==> src/rtl/mips_loader_pkg.sv <==
`default_nettype none
// ============================================================================
// Module   : mips_loader_pkg
// Brief    : Shared state encoding, Avalon response codes and defaults for
//            the MIPS program loader.
// Revision : 1.0
// ============================================================================
package mips_loader_pkg;

    typedef enum logic [2:0] {
        ST_IDLE    = 3'd0,
        ST_WRITE   = 3'd1,
        ST_VERIFY  = 3'd2,
        ST_RELEASE = 3'd3,
        ST_DONE    = 3'd4,
        ST_ERROR   = 3'd5
    } loader_state_t;

    localparam logic [1:0]  RESP_OKAY           = 2'b00;
    localparam logic [1:0]  RESP_SLVERR         = 2'b10;
    localparam logic [1:0]  RESP_DECERR         = 2'b11;
    localparam logic [31:0] c_default_base_addr = 32'hBFC0_0000;

    // The reserved code 01 is treated as a fault as well.
    function automatic logic resp_is_fault(input logic [1:0] resp);
        case (resp)
            RESP_OKAY:   return 1'b0;
            RESP_SLVERR: return 1'b1;
            RESP_DECERR: return 1'b1;
            default:     return 1'b1;
        endcase
    endfunction

endpackage
`default_nettype wire

==> src/rtl/mips_loader_avalon_port.sv <==
`default_nettype none
// ============================================================================
// Module   : mips_loader_avalon_port
// Brief    : Avalon master holding register; keeps address/data stable while
//            stalled and pulses accepted on the completing cycle.
// Revision : 1.0
// ============================================================================
module mips_loader_avalon_port (
    input  logic        clk,
    input  logic        reset,
    input  logic        issue_write,
    input  logic        issue_read,
    input  logic [31:0] req_address,
    input  logic [31:0] req_writedata,
    output logic [31:0] address,
    output logic [3:0]  byteenable,
    output logic        read,
    output logic        write,
    output logic [31:0] writedata,
    input  logic        waitrequest,
    input  logic [1:0]  response,
    input  logic [31:0] readdata,
    output logic        busy,
    output logic        accepted,
    output logic [1:0]  acc_response,
    output logic [31:0] acc_readdata
);

    assign busy         = write | read;
    assign accepted     = busy & ~waitrequest;
    assign acc_response = response;
    assign acc_readdata = readdata;

    // Issue is only requested while idle, so it never collides with accept.
    always_ff @(posedge clk or posedge reset) begin
        if (reset) begin
            address    <= 32'h0;
            byteenable <= 4'h0;
            read       <= 1'b0;
            write      <= 1'b0;
            writedata  <= 32'h0;
        end else if (accepted) begin
            read       <= 1'b0;
            write      <= 1'b0;
            byteenable <= 4'h0;
        end else if (issue_write) begin
            address    <= req_address;
            writedata  <= req_writedata;
            byteenable <= 4'hF;
            write      <= 1'b1;
        end else if (issue_read) begin
            address    <= req_address;
            byteenable <= 4'hF;
            read       <= 1'b1;
        end
    end

endmodule
`default_nettype wire

==> src/rtl/mips_program_loader.sv <==
`default_nettype none
// ============================================================================
// Module   : mips_program_loader
// Brief    : Streams program words into Avalon memory from BASE_ADDR, then
//            releases the CPU. Readback verify: define MIPS_LOADER_READBACK_EN.
// Revision : 1.0
// ============================================================================
module mips_program_loader
    import mips_loader_pkg::*;
#(
    parameter logic [31:0] BASE_ADDR         = c_default_base_addr,
    parameter int          MAX_WORDS         = 1024,
    parameter int          RESET_HOLD_CYCLES = 4
) (
    input  logic                           clk,
    input  logic                           reset,
    input  logic                           start,
    input  logic                           in_valid,
    output logic                           in_ready,
    input  logic [31:0]                    in_data,
    input  logic                           in_last,
    output logic [31:0]                    address,
    output logic [3:0]                     byteenable,
    output logic                           read,
    output logic                           write,
    output logic [31:0]                    writedata,
    input  logic                           waitrequest,
    input  logic [31:0]                    readdata,
    input  logic [1:0]                     response,
    output logic                           loading,
    output logic                           cpu_reset,
    output logic                           done,
    output logic                           error,
    output logic [$clog2(MAX_WORDS+1)-1:0] word_count
);

    localparam int c_cnt_w  = $clog2(MAX_WORDS + 1);
    localparam int c_hold_w = (RESET_HOLD_CYCLES > 0) ? $clog2(RESET_HOLD_CYCLES + 1) : 1;
    localparam logic [c_cnt_w-1:0]  c_max_cnt  = c_cnt_w'(MAX_WORDS);
    localparam logic [c_cnt_w-1:0]  c_cnt_one  = c_cnt_w'(1);
    localparam logic [c_hold_w-1:0] c_hold_max = c_hold_w'(RESET_HOLD_CYCLES);
    localparam logic [c_hold_w-1:0] c_hold_one = c_hold_w'(1);

    loader_state_t       r_state;
    loader_state_t       w_next_state;
    logic [31:0]         r_addr;
    logic [c_cnt_w-1:0]  r_count;
    logic [c_hold_w-1:0] r_hold_cnt;
    logic                r_last;
    logic                w_in_ready;
    logic                w_issue_write;
    logic                w_issue_read;
    logic                w_busy;
    logic                w_accepted;
    logic [1:0]          w_acc_resp;
    logic [31:0]         w_acc_rdata;

`ifdef MIPS_LOADER_READBACK_EN
    logic [31:0]         r_wr_csum;
    logic [31:0]         r_rd_csum;
    logic [c_cnt_w-1:0]  r_vidx;
    logic [31:0]         w_rd_csum_next;

    assign w_rd_csum_next = r_rd_csum ^ w_acc_rdata;
`else
    logic w_unused_rdata;
    assign w_unused_rdata = ^w_acc_rdata;
`endif

    mips_loader_avalon_port u_port (
        .clk           (clk),
        .reset         (reset),
        .issue_write   (w_issue_write),
        .issue_read    (w_issue_read),
        .req_address   (r_addr),
        .req_writedata (in_data),
        .address       (address),
        .byteenable    (byteenable),
        .read          (read),
        .write         (write),
        .writedata     (writedata),
        .waitrequest   (waitrequest),
        .response      (response),
        .readdata      (readdata),
        .busy          (w_busy),
        .accepted      (w_accepted),
        .acc_response  (w_acc_resp),
        .acc_readdata  (w_acc_rdata)
    );

    always_ff @(posedge clk or posedge reset) begin
        if (reset) begin
            r_state <= ST_IDLE;
        end else begin
            r_state <= w_next_state;
        end
    end

    always_comb begin
        w_next_state  = r_state;
        w_in_ready    = 1'b0;
        w_issue_write = 1'b0;
        w_issue_read  = 1'b0;
        case (r_state)
            ST_IDLE: begin
                if (start) w_next_state = ST_WRITE;
            end
            ST_WRITE: begin
                if (!w_busy) begin
                    // The word beyond MAX_WORDS is refused and faults at once.
                    if (r_count == c_max_cnt) begin
                        if (in_valid) w_next_state = ST_ERROR;
                    end else begin
                        w_in_ready    = 1'b1;
                        w_issue_write = in_valid;
                    end
                end
                if (w_accepted) begin
                    if (resp_is_fault(w_acc_resp)) begin
                        w_next_state = ST_ERROR;
                    end else if (r_last) begin
`ifdef MIPS_LOADER_READBACK_EN
                        w_next_state = ST_VERIFY;
`else
                        w_next_state = ST_RELEASE;
`endif
                    end
                end
            end
`ifdef MIPS_LOADER_READBACK_EN
            ST_VERIFY: begin
                if (!w_busy && (r_vidx != r_count)) w_issue_read = 1'b1;
                if (w_accepted) begin
                    if (resp_is_fault(w_acc_resp)) begin
                        w_next_state = ST_ERROR;
                    end else if ((r_vidx + c_cnt_one) == r_count) begin
                        w_next_state = (w_rd_csum_next == r_wr_csum) ? ST_RELEASE : ST_ERROR;
                    end
                end
            end
`endif
            ST_RELEASE: begin
                if (r_hold_cnt == c_hold_max) w_next_state = ST_DONE;
            end
            ST_DONE:  w_next_state = ST_DONE;
            ST_ERROR: w_next_state = ST_ERROR;
            default:  w_next_state = ST_IDLE;
        endcase
    end

    always_ff @(posedge clk or posedge reset) begin
        if (reset) begin
            r_addr     <= 32'h0;
            r_count    <= '0;
            r_last     <= 1'b0;
            r_hold_cnt <= '0;
`ifdef MIPS_LOADER_READBACK_EN
            r_wr_csum  <= 32'h0;
            r_rd_csum  <= 32'h0;
            r_vidx     <= '0;
`endif
        end else begin
            case (r_state)
                ST_IDLE: begin
                    if (start) begin
                        r_addr  <= BASE_ADDR;
                        r_count <= '0;
                        r_last  <= 1'b0;
`ifdef MIPS_LOADER_READBACK_EN
                        r_wr_csum <= 32'h0;
`endif
                    end
                end
                ST_WRITE: begin
                    if (w_issue_write) r_last <= in_last;
                    if (w_accepted) begin
                        r_count <= r_count + c_cnt_one;
                        r_addr  <= r_addr + 32'd4;
`ifdef MIPS_LOADER_READBACK_EN
                        r_wr_csum <= r_wr_csum ^ writedata;
                        // Rewind for the readback pass.
                        if (w_next_state == ST_VERIFY) begin
                            r_addr    <= BASE_ADDR;
                            r_vidx    <= '0;
                            r_rd_csum <= 32'h0;
                        end
`endif
                    end
                end
`ifdef MIPS_LOADER_READBACK_EN
                ST_VERIFY: begin
                    if (w_accepted) begin
                        r_vidx    <= r_vidx + c_cnt_one;
                        r_addr    <= r_addr + 32'd4;
                        r_rd_csum <= w_rd_csum_next;
                    end
                end
`endif
                default: ;
            endcase
            r_hold_cnt <= (r_state == ST_RELEASE) ? (r_hold_cnt + c_hold_one) : '0;
        end
    end

    assign in_ready   = w_in_ready;
    assign loading    = (r_state == ST_WRITE) || (r_state == ST_VERIFY);
    assign cpu_reset  = (r_state != ST_DONE);
    assign done       = (r_state == ST_DONE);
    assign error      = (r_state == ST_ERROR);
    assign word_count = r_count;

endmodule
`default_nettype wire

==> config.mk <==
export PLATFORM = sky130hd
export DESIGN_NAME = mips_program_loader
export DESIGN_NICKNAME = d
export VERILOG_FILES = /design/src/rtl/mips_loader_pkg.sv /design/src/rtl/mips_loader_avalon_port.sv /design/src/rtl/mips_program_loader.sv
export SDC_FILE = /design/constraint.sdc
export NUM_CORES = 1
export LEC_CHECK = 0
export CORE_ASPECT_RATIO = 0.9
export CORE_UTILIZATION = 51
export DETAILED_ROUTE_END_ITERATION = 8
export PLACE_DENSITY_LB_ADDON = 0.1
export SKIP_LAST_GASP = 1
export SYNTH_ARGS = -nofsm -noshare
export SYNTH_HDL_FRONTEND = slang
export SYNTH_SLANG_ARGS = --single-unit
==> constraint.sdc <==
create_clock -name clk -period 5.9 [get_ports clk]
set_input_delay 0.885 -clock clk [delete_from_list [all_inputs] [get_ports clk]]
set_output_delay 0.885 -clock clk [all_outputs]
set_load 0.005 [all_outputs]
After elaboration in Yosys (flattened, before gate mapping) --
Index checks and enable logic that the tools add are counted.
Storage, ports and cells: register bits after elaboration 119, bits of input ports 72, logic and storage cells 68
Operators by class: add/subtract/negate cells 3, equal/unequal tests 12, mux-type cells 32, bitwise logic cells 3, reductions and logical operators 9
Operators with widths (count):
- 2-to-1 mux 32 bit | 2
- case mux 32 bit (2 select lines) | 1
- adder 32 x 3 -> 32 bit, second input constant | 1
- 2-to-1 mux 3 bit | 9
- 2-to-1 mux 11 bit | 2
- case mux 11 bit (2 select lines) | 1
- case mux 3 bit (5 select lines) | 1
- 2-to-1 mux 1 bit | 13
- adder 11 x 1 -> 11 bit, second input constant | 1
- == test 11 bit, second input constant | 1
- == test 3 bit, second input constant | 3
- 2-to-1 mux 4 bit | 2
- == test 3 x 2 -> 1 bit, second input constant | 2
- AND reduction 3 bit | 2
- inequality test 2 x 1 -> 1 bit, second input constant | 2
- inequality test 2 bit, second input constant | 2
- AND reduction 2 bit | 2
- nonzero test 2 bit | 2
- adder 3 x 1 -> 3 bit, second input constant | 1
- == test 3 x 1 -> 1 bit, second input constant | 1
- zero test 3 bit | 1
- inequality test 3 bit, second input constant | 1
- zero test 2 bit | 1
- NOT 1 bit | 2
- other kinds (3) | 3

Longest topological paths before layout --
Gate-level depths: netlist (run 1).
word-level depth 7, gate-level depth with buffers 8

Cells and area by module --
A second synthesis (run 1) with hierarchy kept.
Unflattened totals: cells, all modules 482, area, all modules 5596.6 sq um
By module, submodules not included:
- mips_loader_avalon_port | times used 1, cells each 188, area an instance 2934.1 sq um
- mips_program_loader | times used 1, cells each 294, area an instance 2662.6 sq um

Worst setup path before layout (run 1) --
Ideal clock, no wire load.
kind input to register, from in start, to reg r_addr[14], library setup time 78 ps, arrival 2130 ps, slack 3692 ps, cell stages on the path 6, path buffers 2, path through nor2b_1 clkbuf_8 o2111ai_1 clkbuf_1 or4_1 a21oi_1
On the way: longest elaborated chain between the ends 2
Ends and longest elaborated chain:
- start, declared | RTL line mips_program_loader.sv:17 | input logic start,
- inequality test 2 bit (no source line)
- AND reduction 3 bit (no source line)
- end signal, assigned | RTL line mips_program_loader.sv:178 | r_addr <= r_addr + 32'd4;
- end, declared | RTL line mips_program_loader.sv:46 | logic [31:0] r_addr;
No other way between the ends. A chain may end at the register's enable or synchronous reset.

Final worst setup path (run 1) --
from reg r_count[8] (netlist: word_count[8]), to out in_ready
On the way: longest elaborated chain between the ends 4
Ends and longest elaborated chain:
- start, declared | RTL line mips_program_loader.sv:47 | logic [c_cnt_w-1:0] r_count;
- start signal, assigned | RTL line mips_program_loader.sv:177 | r_count <= r_count + c_cnt_one;
- == test 11 bit | RTL line mips_program_loader.sv:111 | if (r_count == c_max_cnt) begin
- 2-to-1 mux 1 bit | RTL line mips_program_loader.sv:111
- 2-to-1 mux 1 bit | RTL line mips_program_loader.sv:109 | if (!w_busy) begin
- 2-to-1 mux 1 bit | RTL line mips_program_loader.sv:104 | case (r_state)
- end, declared | RTL line mips_program_loader.sv:19 | output logic in_ready,
No other way between the ends.

==> flow_summary.ini, run 1 <==
[logic_synthesis]
seq_area_frac_synth_pct = 54.37
yosysTopAreaCellShare_pct = 54.37
synth_cell_type_count = 53
syn_avg_cell_area_um2 = 11.83
synth-main-ff-cell = dfrtp_1
async_flop_share_pct = 100.0
synth_top_area_cell = dfrtp_1
synth_enable_flop_cells = 0
synth-seq-cells = 111
synth_area_leaders = dfrtp_1 (54%), mux2_1 (10%), mux2_2 (3.3%)
synth_cells = 432
synth_area_um2 = 5109
yosys_warnings = 0

[pwr]
power_mw = 2.345
ir_worst_vdd_mv = 0.1765
total_leakage_power_nw = 2.694
p_per_area_nw_per_um2 = 359.4

[floorplanning]
dieArea_um2 = 10420
fp.dieW_um = 107.5
core_um2 = 9699
die_h_um = 96.95
std_cell_rows = 34
start_util_pct = 52.67
pin_count = 158

[global_routing]
grt_pass1_wl_um = 17750
grt_max_degree = 60
grt_antenna_before_repair = 0
grt_overflow = 0
grt_pass1_vias = 3695
grtUsageTotal_pct = 21.53

[drt]
drt_iter0_drc = 154
vias_per_cell = 5.499
route.detailed.drc = 0
wirelength_um = 10310
first_pass_iters = 4
via_count = 3695
drtAntennaViolNets = 0
wl_per_cell_um = 15.35

[cts]
numCtsBuffers = 9
postCtsSetupRepairBufs = 0
cts.repair.resized = 0
ctsHoldBuffers = 0
clk_pin_slew_ns = 0.10
htreeDepth = 3
clock_sinks = 111
cts_tree = yes
clockBufferDepth = 2
cts_root_buffer = clkbuf_8
clk-insertion-delay-late_ns = 0.38

[placed_design]
place_hpwl_um = 7199
post-place-ws_ns = 2.522
dpl_cell_area_um2 = 6320
io_buffers = 122
place_congestion = 0.7995

[worst_setup_path]
worstPathCellList = nor4b_1 -> and3_1 -> nor3_1 -> clkdlybuf4s50_1
r2r_slack_ns = 2.91
endpoint_kind = output port
start_kind = flop
cpPeakStageDelay_ns = 0.67
worst-path-buf-inv = 1
arrival_ns = 2.34
critPathKind = flop to output port
crit_slowest_cell = nor4b_1
cp_max_fo = 6
critical_path.top_delay_family = simple AND/OR/NAND/NOR gates
worstPathRequired_ns = 5.02

[job]
drv_cap = 0

[sta]
setup_viol = 0
worst_pin_slew_ns = 1.126
fin_skew_ns = 0.008124
drv_slew = 0
fin_tns_setup_ns = 0
layout_setup_ws_ns = 2.675
finalHoldViolCount = 0
relSlewSlack_pct = 24.94
post-route-min-period_ns = 3.225
rsz0062_at_grt = false
period_share_pct = 54.67
fmax_mhz = 310.0

[worst_hold_path]
min_path_type = flop to flop

[layout]
post-route-util_pct = 67.27
layout.nets = 618
n_fill_cell = 788
finish.instance_area_um2 = 6525
insertedDiodeCount = 0
drive_gt1_share_pct = 8.425
syn_to_final_growth_pct = 27.72

[status]
status = finished, final reports clean
[power by group]
part,internal [mW],total [mW],switching (mW)
clock,0.209,0.463,0.254
combinational,0.501,0.775,0.274
sequential,0.958,1.11,0.149
[routing by layer]
metal	global-route usage, %	vias to the layer above	share of wire (%)
met5	0	-	0
met4	7.376	0	1.1
met3	4.987	13	5.6
met2	35.60	95	50
met1	27.67	1825	43
li1	-	1762	-
[metrics by stage]
step | hold WS, ns | std cells
after floorplan | 0.4322 | 434
after global placement | 0.4441 | 656
after detailed placement | 0.4557 | 656
after CTS | 0.4697 | 672
after global routing | 0.5131 | 672
final | 0.4647 | 672
[worst reg2reg max path: cells and delay by family, from the launching register on]
family / cells / cell delay [ns]
AOI/OAI and AO/OA: 1 / 1.00
buffers and inverters: 1 / 0.34
DFF: 1 / 0.60
muxes: 1 / 0.40
and+or+nand+nor: 1 / 0.54
[path summary, 6_finish.rpt]
check,from,endpoint,depth (start not counted)
max reg2reg,r_state[0]$_DFFE_PP0P_,u_port.address[20]$_DFFE_PP0P_,4
max in group asynchronous,reset,u_port.address[24]$_DFFE_PP0P_,3
max,word_count[8]$_DFFE_PP0P_,in_ready,4
min in group asynchronous,reset,r_addr[30]$_DFFE_PP0P_,2
min reg2reg,r_hold_cnt[0]$_DFF_PP0_,r_hold_cnt[0]$_DFF_PP0_,1
min,r_hold_cnt[0]$_DFF_PP0_,r_hold_cnt[0]$_DFF_PP0_,1
[sequential cells by signal (all words and copies together), names as in the netlist]
name,count
u_port.address,30
r_last,1
r_hold_cnt,3
r_state,3
r_addr,30
u_port.writedata,32
word_count,11
u_port.byteenable,1
[layout make-up]
cell class                      instances  area, µm²  share of cell area (%)
Tap cell                              126      157.7                   2.416
Clock inverter                          6      67.56                   1.035
Inverter                               13      51.30                  0.7862
Multi-Input combinational cell        281       2077                   31.83
Clock buffer                           10      137.6                   2.109
Timing Repair Buffer                  125       1256                   19.25
Sequential cell                       111       2778                   42.57
[Yosys cell counts, drive strengths merged, types with 2 or more instances]
master   count
dfrtp      111
mux2        62
nand2       21
nor2        21
a21oi       20
o21ai       20
buf         17
nand3       16
or3         15
inv         13
clkbuf      12
nand4       10
or4         10
o31ai        8
and2         7
xor2         7
and3         5
and4         5
ha           5
nor4         5
o2111ai      5
xnor2        5
mux2i        3
nand2b       3
nor2b        3
nor3         3
o211ai       3
nor3b        2
nor4b        2
[layout by cell type, fill, tap and decap left out, drive strengths merged, types with 3 or more instances in the layout]
cell type | synthesis | layout
buf | 17 | 3
a21oi | 20 | 20
nand3 | 16 | 16
and4 | 5 | 5
clkdlybuf4s50 | 0 | 122
nor2 | 21 | 21
xor2 | 7 | 7
mux2i | 3 | 3
mux2 | 62 | 62
nand2 | 21 | 21
and2 | 7 | 7
conb | 1 | 3
nor2b | 3 | 3
clkbuf | 12 | 10
ha | 5 | 5
o211ai | 3 | 3
o31ai | 8 | 8
o21ai | 20 | 20
and3 | 5 | 5
or4 | 10 | 10
nor3 | 3 | 3
nor4 | 5 | 5
o2111ai | 5 | 5
nand2b | 3 | 3
dfrtp | 111 | 111
inv | 13 | 14
or3 | 15 | 15
nand4 | 10 | 10
xnor2 | 5 | 5
[cells by family after synthesis]
kind of cell	count (synthesis)	synth area share (%)
and+or+nand+nor	132	14.74
adders and majority gates	5	1.225
muxes	65	14.25
DFF	111	54.37
AOI/OAI and AO/OA	64	7.935
other	1	0.07340
xor gates and xnor gates	12	2.057
buffers and inverters	42	5.339
No activity file was read; power rests on OpenSTA's default activity.
==> run 2, diff against run 1 <==
--- a/config.mk
+++ b/config.mk
@@ -6,7 +6,7 @@
 export NUM_CORES = 1
 export LEC_CHECK = 0
 export CORE_ASPECT_RATIO = 0.9
-export CORE_UTILIZATION = 51
+export CORE_UTILIZATION = 42
 export DETAILED_ROUTE_END_ITERATION = 8
 export PLACE_DENSITY_LB_ADDON = 0.1
 export SKIP_LAST_GASP = 1
==> constraint.sdc (replaced) <==
create_clock -name clk -period 2.8 [get_ports clk]
set_input_delay 0.42 -clock clk [delete_from_list [all_inputs] [get_ports clk]]
set_output_delay 0.42 -clock clk [all_outputs]
set_load 0.005 [all_outputs]
==> flow_summary.ini, run 2 (synthesis gave the netlist of run 1 again) <==
[layout]
final_common_cell = clkdlybuf4s50_1
largest_register_ffs = 32
drive_gt1_share_pct = 10.05
syn_to_final_growth_pct = 32.33
insertedDiodeCount = 0
regMostFlops = u_port.writedata
post-route-util_pct = 58.18
top_regs = u_port.writedata: 32 flops, r_addr: 30 flops, u_port.address: 30 flops
layout.nets = 630
mostFrequentLayoutCells = clkdlybuf4s50_1 (122), dfrtp_1 (111), mux2_1 (47)
n_fill_cell = 982

[global_routing]
grt_overflow = 0
grt_max_degree = 61
grtUsageTotal_pct = 18.29
grt_pass1_wl_um = 18490
grt_pass1_vias = 3747
grt_antenna_before_repair = 0

[worst_setup_path]
worstPathCellList = nor4b_1 -> buf_4 -> and3_1 -> nor3_1 -> clkdlybuf4s50_1
critPathKind = flop to output port
cp_max_fo = 6
arrival_ns = 2.10
worstPathRequired_ns = 2.38
endpoint_kind = output port
crit_slowest_cell = clkdlybuf4s50_1
cpPeakStageDelay_ns = 0.46
start_kind = flop

[sta]
period_share_pct = 90.14
relSlewSlack_pct = 50.75
setup_viol = 0
fmax_mhz = 396.2
hold_slack_ns = 0.3913
fin_tns_setup_ns = 0
rsz0062_at_grt = false
post-route-min-period_ns = 2.524
drv_slew = 0
worst_pin_slew_ns = 0.7365
fin_skew_ns = 0.005825
finalHoldViolCount = 0

[cts]
htreeDepth = 3
clockBufferDepth = 2
ctsHoldBuffers = 0
numCtsBuffers = 9
clk_pin_slew_ns = 0.07
clock_sinks = 111
cts_root_buffer = clkbuf_16
clk-insertion-delay-late_ns = 0.34
postCtsSetupRepairBufs = 0
cts_tree = yes
cts.repair.resized = 0

[worst_hold_path]
min_path_type = input port to async pin

[floorplanning]
pin_count = 158
core_um2 = 11620
die_h_um = 106.6
fp.dieW_um = 118.3
dieArea_um2 = 12610
std_cell_rows = 37
start_util_pct = 43.96

[placed_design]
place_congestion = 0.7435
place_hpwl_um = 7440
io_buffers = 122

[drt]
drtAntennaViolNets = 0
drt_iter0_drc = 130
vias_per_cell = 5.220
first_pass_iters = 4
wirelength_um = 10730
route.detailed.drc = 0
via_count = 3722
wl_per_cell_um = 15.04

[pwr]
ir_worst_vdd_mv = 0.4377
total_leakage_power_nw = 2.800
p_per_area_nw_per_um2 = 781.3

[job]
drv_cap = 0

[status]
status = finished, final reports clean
[run 2: cell types whose count changed in the layout (fill, tap and decap cells not counted), sizes merged]
cell	previous run	this run
clkbuf	10	12
clkinv	2	1
buf	3	15
inv	14	12
[run 2: worst max-delay path, delay by kind of cell (launching register included)]
kind / cells / cell delay [ns]
flops: 1 / 0.44
buf+inv: 2 / 0.66
simple gates: 3 / 0.66
[run 2: per-stage QoR]
| step | std cells | cell area, µm² | power (mW) | setup WS (ns) |
|---|---|---|---|---|
| floorplan | 434 | 5120 | 3.082 | 0.7336 |
| global placement | 698 | 6461 | 4.014 | 0.3583 |
| finish | 713 | 6760 | 5.282 | 0.2760 |
| global route | 713 | 6760 | 5.623 | 0.1103 |
| detailed placement | 698 | 6461 | 4.063 | 0.3092 |
| CTS | 713 | 6760 | 5.364 | 0.2472 |
[run 2: layout make-up]
type / count / area [µm²] / share of cell area (%)
Sequential cell: 111 / 2778 / 41.09
Tap cell: 156 / 195.2 / 2.887
Timing Repair Buffer: 137 / 1359 / 20.10
Inverter: 13 / 52.55 / 0.7773
Multi-Input combinational cell: 281 / 2077 / 30.72
Clock inverter: 3 / 42.54 / 0.6293
Clock buffer: 12 / 256.5 / 3.794
[run 2: worst paths after layout]
path / start / end / slack (ns) / depth (start not counted)
worst max-delay path: word_count[8]$_DFFE_PP0P_ / in_ready / 0.28 / 5
worst min-delay path: reset / u_port.writedata[16]$_DFFE_PP0P_ / 0.39 / 2
worst max register to register: r_state[1]$_DFFE_PP0P_ / u_port.address[15]$_DFFE_PP0P_ / 0.60 / 4
worst min register to register: r_hold_cnt[0]$_DFF_PP0_ / r_hold_cnt[0]$_DFF_PP0_ / 0.46 / 1
max in group asynchronous: reset / r_addr[4]$_DFFE_PP0P_ / 1.81 / 3
min in group clk: r_hold_cnt[0]$_DFF_PP0_ / r_hold_cnt[0]$_DFF_PP0_ / 0.46 / 1
[run 2: where the power goes]
part	internal [mW]	total (mW)	switching [mW]
Sequential	2.02	2.32	0.301
Combinational	1.09	1.68	0.592
Clock	0.737	1.28	0.543
[run 2: routing by layer]
| metal | global-route usage, % | up-vias | routed length (µm) |
|---|---|---|---|
| met3 | 4.362 | 9 | 512 |
| met4 | 5.403 | 0 | 119 |
| met1 | 24.34 | 1812 | 5063 |
| met2 | 29.75 | 103 | 5030 |
| li1 | - | 1798 | - |
| met5 | 0 | - | 0 |
==> run 3, diff against run 2 <==
--- a/config.mk
+++ b/config.mk
@@ -6,10 +6,12 @@
 export NUM_CORES = 1
 export LEC_CHECK = 0
 export CORE_ASPECT_RATIO = 0.9
-export CORE_UTILIZATION = 42
+export CORE_UTILIZATION = 44
 export DETAILED_ROUTE_END_ITERATION = 8
 export PLACE_DENSITY_LB_ADDON = 0.1
+export RECOVER_POWER = 100
 export SKIP_LAST_GASP = 1
 export SYNTH_ARGS = -nofsm -noshare
 export SYNTH_HDL_FRONTEND = slang
+export SYNTH_HIERARCHICAL = 1
 export SYNTH_SLANG_ARGS = --single-unit
==> flow_summary.ini, run 3 <==
[status]
status = finished, final reports clean

[sta]
fin_skew_ns = 0.006703
fin_tns_setup_ns = 0
worst_pin_slew_ns = 1.245
period_share_pct = 92.74
rsz0062_at_grt = false
fmax_mhz = 385.1
relSlewSlack_pct = 17.01
post-route-min-period_ns = 2.597
drv_slew = 0
setup_viol = 0
finalHoldViolCount = 0

[worst_setup_path]
cp_max_fo = 19
cpPeakStageDelay_ns = 0.58
endpoint_kind = flop
worstPathRequired_ns = 3.12
reg2regPathDepth = 8
cp_common_cell = or4_1
worst-path-buf-inv = 2
cp-endpoint = r_addr[17]$_DFFE_PP0P_
r2r_end = u_port/address[4]$_DFFE_PP0P_
critPathKind = input port to flop
start_kind = input port
crit_slowest_cell = or4_1
critical_path.top_delay_family = simple AND/OR/NAND/NOR gates
arrival_ns = 2.92
rr_startpoint = word_count[1]$_DFFE_PP0P_
worstPathCellList = dlygate4sd3_1 -> o21ba_1 -> mux2i_1 -> or4_1 -> clkbuf_2 -> or4_1 -> a21oi_1
path_depth = 7
r2r_slack_ns = 0.26
cp-startpoint = waitrequest

[global_routing]
grt_overflow = 0
grt_max_degree = 38
grt_pass1_vias = 4078
grtUsageTotal_pct = 20.57
grt_antenna_before_repair = 0
grt_pass1_wl_um = 20060

[worst_hold_path]
min_path_type = input port to async pin

[job]
drv_cap = 0

[layout]
top_regs = u_port/address: 32 flops, u_port/writedata: 32 flops, r_addr: 30 flops
layout.nets = 667
final_common_cell = dfrtp_1
drive_gt1_share_pct = 13.43
mostFrequentLayoutCells = dfrtp_1 (115), dlygate4sd3_1 (85), clkdlybuf4s50_1 (40)
syn_to_final_growth_pct = 34.52
insertedDiodeCount = 0
post-route-util_pct = 61.77

[floorplanning]
pin_count = 158
dieArea_um2 = 12620
start_util_pct = 45.91
std_cell_rows = 37
die_h_um = 106.7
fp.dieW_um = 118.3
core_um2 = 11670

[pwr]
p_per_area_nw_per_um2 = 805.3
power_mw = 5.803
ir_worst_vdd_mv = 0.6208
total_leakage_power_nw = 3.164

[cts]
clk_pin_slew_ns = 0.06
clockBufferDepth = 2
cts_root_buffer = clkbuf_16
postCtsSetupRepairBufs = 0
numCtsBuffers = 17
ctsHoldBuffers = 0
htreeDepth = 4
cts.repair.resized = 0
clock_sinks = 115
cts_tree = yes
clk-insertion-delay-late_ns = 0.41

[logic_synthesis]
synth_area_um2 = 5356
syn_avg_cell_area_um2 = 11.90
yosys_warnings = 6
synth_cells = 450

[drt]
wirelength_um = 11880
via_count = 3971
drt_iter0_drc = 188
route.detailed.drc = 0
wl_per_cell_um = 15.66
first_pass_iters = 4
vias_per_cell = 5.232
drtAntennaViolNets = 0

[placed_design]
place_hpwl_um = 8338
io_buffers = 125
place_congestion = 0.7548
-- run 3: final cells by class --
| type | count | area (µm²) |
|---|---|---|
| sequential | 115 | 2878 |
| inverter | 17 | 63.81 |
| timing repair buffer | 142 | 1341 |
| multi-input combinational | 297 | 2165 |
| clock buffer | 17 | 425.4 |
| clock inverter | 15 | 137.6 |
| tap | 156 | 195.2 |
| fill | 996 | 4461 |
-- run 3: layer usage --
layer	track usage [%]	wire, µm	up-vias
li1	-	-	1877
met1	26.69	5353	1951
met2	32.27	5605	130
met3	7.074	777	13
met4	6.777	146	0
met5	0	0	-
-- run 3: worst register-to-register path, cell delays in order, from the launching register on --
cell,delay [ns]
dfrtp_1,0.47
inv_1,0.08
ha_1,0.19
and4_1,0.23
nor3_1,0.24
nor2_1,0.09
nor2_2,0.08
buf_2,0.59
mux2_2,0.45
-- run 3: how the worst min path moves through the flow --
| stage | start | endpoint |
|---|---|---|
| final | reset | u_port/address[29]$_DFFE_PP0P_ |
| after global routing | reset | u_port/address[29]$_DFFE_PP0P_ |
| after global placement | r_hold_cnt[0]$_DFF_PP0_ | r_hold_cnt[0]$_DFF_PP0_ |
| after detailed placement | r_hold_cnt[0]$_DFF_PP0_ | r_hold_cnt[0]$_DFF_PP0_ |
| after CTS | reset | u_port/address[24]$_DFFE_PP0P_ |
| after floorplan | r_hold_cnt[0]$_DFF_PP0_ | r_hold_cnt[0]$_DFF_PP0_ |
-- run 3: power by group --
group          internal, mW  total (mW)  switching [mW]
sequential             2.09        2.37           0.286
clock                  1.22        2.01           0.790
combinational         0.898        1.42           0.519
-- run 3: through the flow --
step / area (µm²) / setup slack, ns / hold slack, ns / std cells
3_3_place_gp: 6839 / 0.1257 / 0.4509 / 727
4_1_cts: 7402 / 0.2721 / 0.2939 / 759
3_5_place_dp: 6839 / 0.09784 / 0.4635 / 727
2_1_floorplan: 5371 / 0.3825 / 0.4366 / 454
5_1_grt: 7206 / 0.07379 / 0.4678 / 759
6_report: 7206 / 0.2033 / 0.4475 / 759
